$ cat src/rtl/reaction_game_ctrl.sv
// reaction_game_ctrl: reaction-timer game sequencer.
// IDLE -> WAIT (random pre-delay) -> RUN (GO lamp, BCD ms timer) -> CMP (best-time update).
// The optional early-press foul detection is compiled in when CHEAT_DETECT_EN is defined;
// without it a press during the pre-delay is ignored and foul stays 0.
module reaction_game_ctrl #(
    parameter int unsigned TICK_DIV    = 50000,
    parameter int unsigned MIN_WAIT_MS = 1000,
    parameter logic [15:0] LFSR_SEED   = 16'hACE1
) (
    input  logic       clk,
    input  logic       rst_n,
    input  logic       start,
    input  logic       stop,
    output logic       go_led,
    output logic       busy,
    output logic [3:0] digit0,
    output logic [3:0] digit1,
    output logic [3:0] digit2,
    output logic [3:0] digit3,
    output logic [3:0] hs0,
    output logic [3:0] hs1,
    output logic [3:0] hs2,
    output logic [3:0] hs3,
    output logic       hs_valid,
    output logic       new_best,
    output logic       timeout,
    output logic       foul
);

    localparam logic [1:0] ST_IDLE = 2'd0;
    localparam logic [1:0] ST_WAIT = 2'd1;
    localparam logic [1:0] ST_RUN  = 2'd2;
    localparam logic [1:0] ST_CMP  = 2'd3;

    localparam int unsigned     PW        = (TICK_DIV > 1) ? $clog2(TICK_DIV) : 1;
    localparam logic [PW-1:0]   PRESC_MAX = PW'(TICK_DIV - 1);
    localparam logic [15:0]     MIN_WAIT  = 16'(MIN_WAIT_MS);

    logic [1:0]    state_reg, state_next;
    logic [PW-1:0] presc_reg, presc_next;
    logic [15:0]   wait_ctr_reg, wait_ctr_next;
    logic [15:0]   lfsr_reg, lfsr_next;
    logic [3:0]    digit_reg [4];
    logic [3:0]    digit_next [4];
    logic [3:0]    hs_reg [4];
    logic [3:0]    hs_next [4];
    logic          hs_valid_reg, hs_valid_next;
    logic          new_best_reg, new_best_next;
    logic          timeout_reg, timeout_next;
    logic          go_led_reg, go_led_next;
    logic          busy_reg, busy_next;
`ifdef CHEAT_DETECT_EN
    logic          foul_reg, foul_next;
`endif

    logic          tick;
    logic [3:0]    inc_digit [4];
    logic [3:0]    carry;
    logic [3:0]    inc_nine;
    logic          reach_max;
    logic [15:0]   cur_time;
    logic [15:0]   best_time;

    // ms tick: last count of the prescaler while the round clock is running
    assign tick = ((state_reg == ST_WAIT) || (state_reg == ST_RUN)) && (presc_reg == PRESC_MAX);

    // BCD increment of the current time; digit gi rolls over only when all lower digits are 9
    assign carry[0] = 1'b1;
    generate
        for (genvar gi = 0; gi < 4; gi++) begin : g_bcd
            assign inc_digit[gi] = carry[gi] ? ((digit_reg[gi] == 4'd9) ? 4'd0 : digit_reg[gi] + 4'd1)
                                             : digit_reg[gi];
            assign inc_nine[gi]  = (inc_digit[gi] == 4'd9);
            if (gi < 3) begin : g_carry
                assign carry[gi+1] = carry[gi] && (digit_reg[gi] == 4'd9);
            end
        end
    endgenerate

    // incremented value is 9999: saturate and end the round as a timeout
    assign reach_max = &inc_nine;

    // packed BCD compares lexicographically digit3..digit0 as a plain unsigned compare
    assign cur_time  = {digit_reg[3], digit_reg[2], digit_reg[1], digit_reg[0]};
    assign best_time = {hs_reg[3], hs_reg[2], hs_reg[1], hs_reg[0]};

    // Fibonacci LFSR, taps 16,14,13,11, free-running every clock
    assign lfsr_next = {lfsr_reg[14:0], lfsr_reg[15] ^ lfsr_reg[13] ^ lfsr_reg[12] ^ lfsr_reg[10]};

    // round sequencing, timer and best-time update
    always_comb begin
        state_next    = state_reg;
        wait_ctr_next = wait_ctr_reg;
        digit_next    = digit_reg;
        hs_next       = hs_reg;
        hs_valid_next = hs_valid_reg;
        new_best_next = new_best_reg;
        timeout_next  = timeout_reg;
`ifdef CHEAT_DETECT_EN
        foul_next     = foul_reg;
`endif
        case (state_reg)
            ST_IDLE: begin
                if (start) begin
                    state_next    = ST_WAIT;
                    wait_ctr_next = MIN_WAIT + {6'd0, lfsr_reg[9:0]};
                    digit_next    = '{default: 4'd0};
                    new_best_next = 1'b0;
                    timeout_next  = 1'b0;
`ifdef CHEAT_DETECT_EN
                    foul_next     = 1'b0;
`endif
                end
            end
            ST_WAIT: begin
`ifdef CHEAT_DETECT_EN
                if (stop) begin
                    // early press: round ends as a foul, shown as 9999
                    state_next = ST_IDLE;
                    foul_next  = 1'b1;
                    digit_next = '{default: 4'd9};
                end else
`endif
                if (tick) begin
                    if (wait_ctr_reg <= 16'd1) begin
                        state_next = ST_RUN;
                    end else begin
                        wait_ctr_next = wait_ctr_reg - 16'd1;
                    end
                end
            end
            ST_RUN: begin
                // a press on a tick cycle wins; the count freezes without incrementing
                if (stop) begin
                    state_next = ST_CMP;
                end else if (tick) begin
                    digit_next = inc_digit;
                    if (reach_max) begin
                        timeout_next = 1'b1;
                        state_next   = ST_CMP;
                    end
                end
            end
            default: begin
                if (!timeout_reg && (!hs_valid_reg || (cur_time < best_time))) begin
                    hs_next       = digit_reg;
                    hs_valid_next = 1'b1;
                    new_best_next = 1'b1;
                end
                state_next = ST_IDLE;
            end
        endcase
    end

    // prescaler runs only in WAIT/RUN and restarts on every state change
    always_comb begin
        presc_next = '0;
        if ((state_next == state_reg) && ((state_reg == ST_WAIT) || (state_reg == ST_RUN))) begin
            presc_next = tick ? '0 : presc_reg + PW'(1);
        end
    end

    // status lamps are registered from the next state so they track it with no input paths
    always_comb begin
        go_led_next = (state_next == ST_RUN);
        busy_next   = (state_next != ST_IDLE);
    end

    // state registers; reset aborts any round and loses the best time
    always_ff @(posedge clk or negedge rst_n) begin
        if (!rst_n) begin
            state_reg    <= ST_IDLE;
            presc_reg    <= '0;
            wait_ctr_reg <= '0;
            lfsr_reg     <= LFSR_SEED;
            digit_reg    <= '{default: 4'd0};
            hs_reg       <= '{default: 4'd0};
            hs_valid_reg <= 1'b0;
            new_best_reg <= 1'b0;
            timeout_reg  <= 1'b0;
            go_led_reg   <= 1'b0;
            busy_reg     <= 1'b0;
`ifdef CHEAT_DETECT_EN
            foul_reg     <= 1'b0;
`endif
        end else begin
            state_reg    <= state_next;
            presc_reg    <= presc_next;
            wait_ctr_reg <= wait_ctr_next;
            lfsr_reg     <= lfsr_next;
            digit_reg    <= digit_next;
            hs_reg       <= hs_next;
            hs_valid_reg <= hs_valid_next;
            new_best_reg <= new_best_next;
            timeout_reg  <= timeout_next;
            go_led_reg   <= go_led_next;
            busy_reg     <= busy_next;
`ifdef CHEAT_DETECT_EN
            foul_reg     <= foul_next;
`endif
        end
    end

    assign go_led   = go_led_reg;
    assign busy     = busy_reg;
    assign digit0   = digit_reg[0];
    assign digit1   = digit_reg[1];
    assign digit2   = digit_reg[2];
    assign digit3   = digit_reg[3];
    assign hs0      = hs_reg[0];
    assign hs1      = hs_reg[1];
    assign hs2      = hs_reg[2];
    assign hs3      = hs_reg[3];
    assign hs_valid = hs_valid_reg;
    assign new_best = new_best_reg;
    assign timeout  = timeout_reg;
`ifdef CHEAT_DETECT_EN
    assign foul     = foul_reg;
`else
    assign foul     = 1'b0;
`endif

endmodule
$ cat config.mk
export PLATFORM = sky130hd
export DESIGN_NAME = reaction_game_ctrl
export DESIGN_NICKNAME = d
export VERILOG_FILES = /design/src/rtl/reaction_game_ctrl.sv
export SDC_FILE = /design/constraint.sdc
export NUM_CORES = 1
export LEC_CHECK = 0
export ABC_AREA = 1
export ABC_CLOCK_PERIOD_IN_PS = 4700
export CAP_MARGIN = 20
export CORE_MARGIN = 5
export CORE_UTILIZATION = 63
export DETAILED_ROUTE_END_ITERATION = 8
export PLACE_DENSITY_LB_ADDON = 0.08
export SLEW_MARGIN = 20
export SYNTH_ARGS = -nofsm -noshare
export SYNTH_HDL_FRONTEND = slang
export SYNTH_SLANG_ARGS = --single-unit
$ cat constraint.sdc
create_clock -name clk -period 4.7 [get_ports clk]
set_input_delay 1.175 -clock clk [delete_from_list [all_inputs] [get_ports clk]]
set_output_delay 1.175 -clock clk [all_outputs]
set_load 0.05 [all_outputs]
* After elaboration in Yosys (flattened, before gate mapping)
Index checks and enable logic that the tools add are counted.
Widths: inputs -> output; s select.
** Word-level totals
- Register bits :: 87
- Latch bits :: 0
- Memories :: 0
- Bits in read-only memories :: 0
- Memory bits (writable) :: 0
- Output and inout bits :: 38
- Input bits :: 4
** Operators by class
- Add/sub/neg operators :: 7
- Magnitude comparators :: 2
- Shifts and indexed selects :: 0
- Bitwise operators :: 5
- Multiply operators :: 0
- Divide/modulo/power cells :: 0
- Equality and inequality tests :: 19
- Multiplexer cells :: 31
- Reductions and logical operators :: 22
** Operators with widths (number)
- $mux 16 :: 8
- $pmux 16 s2 :: 2
- $eq 4x4->1 const B :: 8
- $mux 4 :: 7
- $add 16x1->16 const B :: 1
- $add 4x1->4 const B :: 4
- $eq 16x16->1 const B :: 1
- $le 16x1->1 const B :: 1
- $lt 16x16->1 :: 1
- $sub 16x1->16 const B :: 1
- $mux 2 :: 6
- $ne 2x2->1 const B :: 6
- $reduce_and 4->1 :: 3
- $add 10x10->11 const A :: 1
- $reduce_bool 2->1 :: 4
- $pmux 2 s3 :: 1
- $logic_and 1x1->1 :: 5
- $mux 1 :: 5
- $reduce_and 5->1 :: 1
- $eq 2x2->1 const B :: 2
- $pmux 1 s2 :: 2
- $reduce_and 3->1 :: 1
- $reduce_or 3->1 :: 1
- $xor 1x1->1 :: 3
- 8 further kinds :: 11

* Logic depth before layout (Yosys ltp)
- Depth after elaboration :: 13
- Mapped depth :: 16
- Mapped depth without buffers :: 16

* Worst setup path after synthesis
OpenSTA, ideal clock, no wires.
- Path kind :: reg-to-reg
- Start :: register digit_reg (netlist bit digit0[3])
- End :: register hs_reg (netlist bit hs1[0])
- Arrival :: 2.096 ns
- Setup slack :: 2.473 ns
- Buffers on the path :: 1
- Setup time :: 0.131 ns
- Stages on the path, launching flop included :: 12
- Path through :: dfrtp_1 -> ha_1 -> a21oi_1 -> o21ai_0 -> nor3b_1 -> o21ai_0 -> nand2_1 -> nand2_1 -> nand3_1 -> clkbuf_1 -> nand2_1 -> o21ai_0
** On the way
- Longest elaborated chain between the ends :: 4
** Ends and longest elaborated chain
- from (decl) :: RTL line 43 : logic [3:0] digit_reg [4];
- from (signal assigned) :: RTL line 191 : digit_reg <= digit_next;
- $lt 16x16->1 :: RTL line 145 : if (!timeout_reg && (!hs_valid_reg || (cur_time < best_time))) begin
- $logic_or 1x1->1 :: RTL line 145
- $logic_and 1x1->1 :: RTL line 145
- $reduce_and 2->1 (no source line)
- to (signal assigned) :: RTL line 192 : hs_reg <= hs_next;
- to (decl) :: RTL line 45 : logic [3:0] hs_reg [4];
Every way passes these cells.
A chain may end at the register's enable or synchronous reset.

* Worst setup path after layout
- Start :: register digit_reg (netlist bit digit2[0])
- End :: output port digit2[0]
** RTL lines
- to (decl) :: RTL line 18 : output logic [3:0] digit2,
No word-level cell between the ends.

==> run metrics <==
critical path depth in cells 1; met3 global-route usage 4.643%; vias in the first global route 4,085; Worst EP arrival 1.75 ns; Avg Cell Area, Syn 7.944 µm²; Clk pwr share 26.4%; hold_buf cts 0; placed cells 744; Final Slew Violations 0; Via density 5.471; #FFs+latches synth 87; Worst Skew 0.01277 ns; DP HPWL 7.508 mm; worst path bufs/invs 1; Synth Cell Area 4870 µm²; Longest Clk Path Bufs 2; Gate power share 34.2%; routing usage on met2 38.53%; CTS buffer count 9; routability cong. 0.9103; WL/cell 13.93 µm; synth unique cells 39; P_leak 2.542 nW; area grow syn2layout 14.83%; crit start category flip-flop; Hold Path Class flip-flop to flip-flop; global-route wire length before repair 18.62 mm; Max stage delay on crit path 0.87 ns; GRT Total Usage 23.22%; CP max FO 7; worst skew pair latency 0.35 ns; Sw Share 38.47%; diode count 0; fill cell count between 600 and 700; fin util 73.12%; layout cells sized above 1 6.991%; switching pwr 0.8656 mW; clock root cell clkbuf_8; sequential cell fraction of total power 39.4%; IO Count between 40 and 50; synthesized instance count approximately 600; PwrDens 402.4 nW/µm²; Final nets between 600 and 700; Core Region 7647 µm²; gr ovfl total 0; largest net degree at the start of global routing 88; # setup viols final 0; Reg clk slew, reported paths 0.09 ns; Final Power 2.250 mW; fmax 342.2 MHz; die width 97.92 µm; # DRC 0; peak supply drop 291.9 µV; Port Buf Inserts 40; row count 32; die area 9588 µm²; final wirelength 10.58 mm; crit path capture type primary output; post-CTS setup buffer count 0; met1 Use GR 30.55%; R2R depth 10; antenna violations before repair 0; # resized after CTS 0; YS warnings 0; DRT Pass-1 Iters 5; H-tree depth 3; Seq/Total Area, Yosys 44.91%; area of the multi-input gates 2308 µm²; status finished, final reports clean; antenna-violating nets left 0; crit-path cells clkdlybuf4s50_1; reported max-cap violation count 0; cell internal pwr roughly 1.4 mW; Critical Path RT 3.52 ns; unrepaired setup endpoints after global routing false; crit path time final 2.922 ns; FF+latch area about 2200 µm²; Syn Nets 640; hold path cells 0; starting density of the core 63.68%; CP top delay family buffers and inverters; Slew Limit Headroom between 40% and 50%; Crit Path Class flip-flop to primary output; Final period util between 60% and 70%; CTS sink cnt 87; Final Hold Fails 0; die height 97.92 µm; vias post-DR 4,158; Non-Filler Instances 760; Setup TNS Final 0 ns; CTS tree done; CP max stage cell clkdlybuf4s50_1; final hold slack 0.3656 ns; Slew @ Worst Pin 0.7658 ns; Detailed Route Iter0 Violations 223; GRT busiest layer met2
## synthesized netlist by cell type
cell type	count	area (µm²)
and3_1	1	6.260
nor2_2	2	12.51
nor3_1	13	65.06
buf_4	1	7.510
o31ai_1	6	45.04
nand3_4	2	35.03
nand2_1	125	469.2
nand2_4	1	11.26
o21bai_1	1	7.510
o311ai_0	1	8.760
nand3_2	1	10.01
nor2_4	2	22.52
o22ai_1	7	43.79
nor2_1	68	255.2
inv_1	82	307.8
o21ai_0	49	245.2
nand3_1	38	190.2
conb_1	1	3.750
nor3b_1	1	7.510
o211a_1	1	10.01
xor2_1	17	148.9
a21oi_1	30	150.1
o21a_1	2	15.01
xnor2_1	6	52.55
o211ai_1	5	37.54
nand2_2	5	31.28
buf_2	3	15.01
and2_1	1	6.260
clkbuf_1	8	30.03
nor3_2	1	10.01
nand4_2	1	12.51
a32oi_1	1	8.760
nand4_1	9	56.30
a31oi_1	1	6.260
dfstp_2	8	210.2
inv_2	5	18.77
dfrtp_1	79	1977
ha_1	23	287.8
nor4_1	5	31.28
## per-stage QoR
step                worst slack [ns]  instance area, µm²
finish                         1.778                5592
global route                   1.695                5592
detailed placement             1.762                5350
floorplan                      2.473                4870
CTS                            1.731                5583
global placement               1.831                5350
## layout make-up
type                            instances  area share [%]
Multi-Input combinational cell        427           41.28
Clock buffer                           12           2.775
Timing Repair Buffer                   41           7.317
Sequential cell                        87           39.11
Inverter                               87           5.840
Clock inverter                          4           1.387
Tap cell                              102           2.282
## worst paths after layout
kind | start | end | slack [ns]
worst max-delay path | digit2[0] | digit2[0] | 1.78
worst min-delay path | lfsr_reg[14] | lfsr_reg[15] | 0.37
worst max register to register | state_reg[1] | presc_reg[15] | 1.96
worst min register to register | lfsr_reg[14] | lfsr_reg[15] | 0.37
max in group asynchronous | rst_n | wait_ctr_reg[13] | 3.33
min in group asynchronous | rst_n | lfsr_reg[14] | 0.87
## cells in the final DEF, fill, tap and decap left out, types with 2 or more instances in the layout
cell type          n
a21oi_1           30
bufinv_16          2
clkbuf_8          11
clkdlybuf4s50_1   39
clkinv_4           2
dfrtp_1           79
dfstp_2            8
ha_1              23
inv_1             82
inv_2              5
nand2_1          125
nand2_2            5
nand3_1           37
nand3_2            2
nand3_4            2
nand4_1            9
nor2_1            68
nor2_2             2
nor2_4             2
nor3_1            13
nor4_1             5
o211ai_1           5
o21a_1             2
o21ai_0           49
o22ai_1            7
o31ai_1            6
xnor2_1            6
xor2_1            17
## power groups by stage
stage	sequential, mW	clock [mW]	combinational, mW
global route	0.896	0.646	0.860
CTS	0.885	0.604	0.763
floorplan	0.935	0	0.530
global placement	0.897	0	0.735
finish	0.886	0.595	0.769
detailed placement	0.899	0	0.759
## cell families after synthesis
group	count (synthesis)	synth area share, %
AND/OR/NAND/NOR	276	25.31
other	1	0.07701
XOR/XNOR	23	4.137
AO/OA/AOI/OAI	104	11.87
adder cells (fa/ha/maj)	23	5.910
flip-flops	87	44.91
buffers and inverters	99	7.785
## per-layer routing
metal / wire (µm) / part of all wire (%)
met4: 182 / 1.7
met5: 0 / 0
met2: 5192 / 49
met3: 617 / 5.8
met1: 4591 / 43
Note: power is estimated with default switching activity, not from simulation.
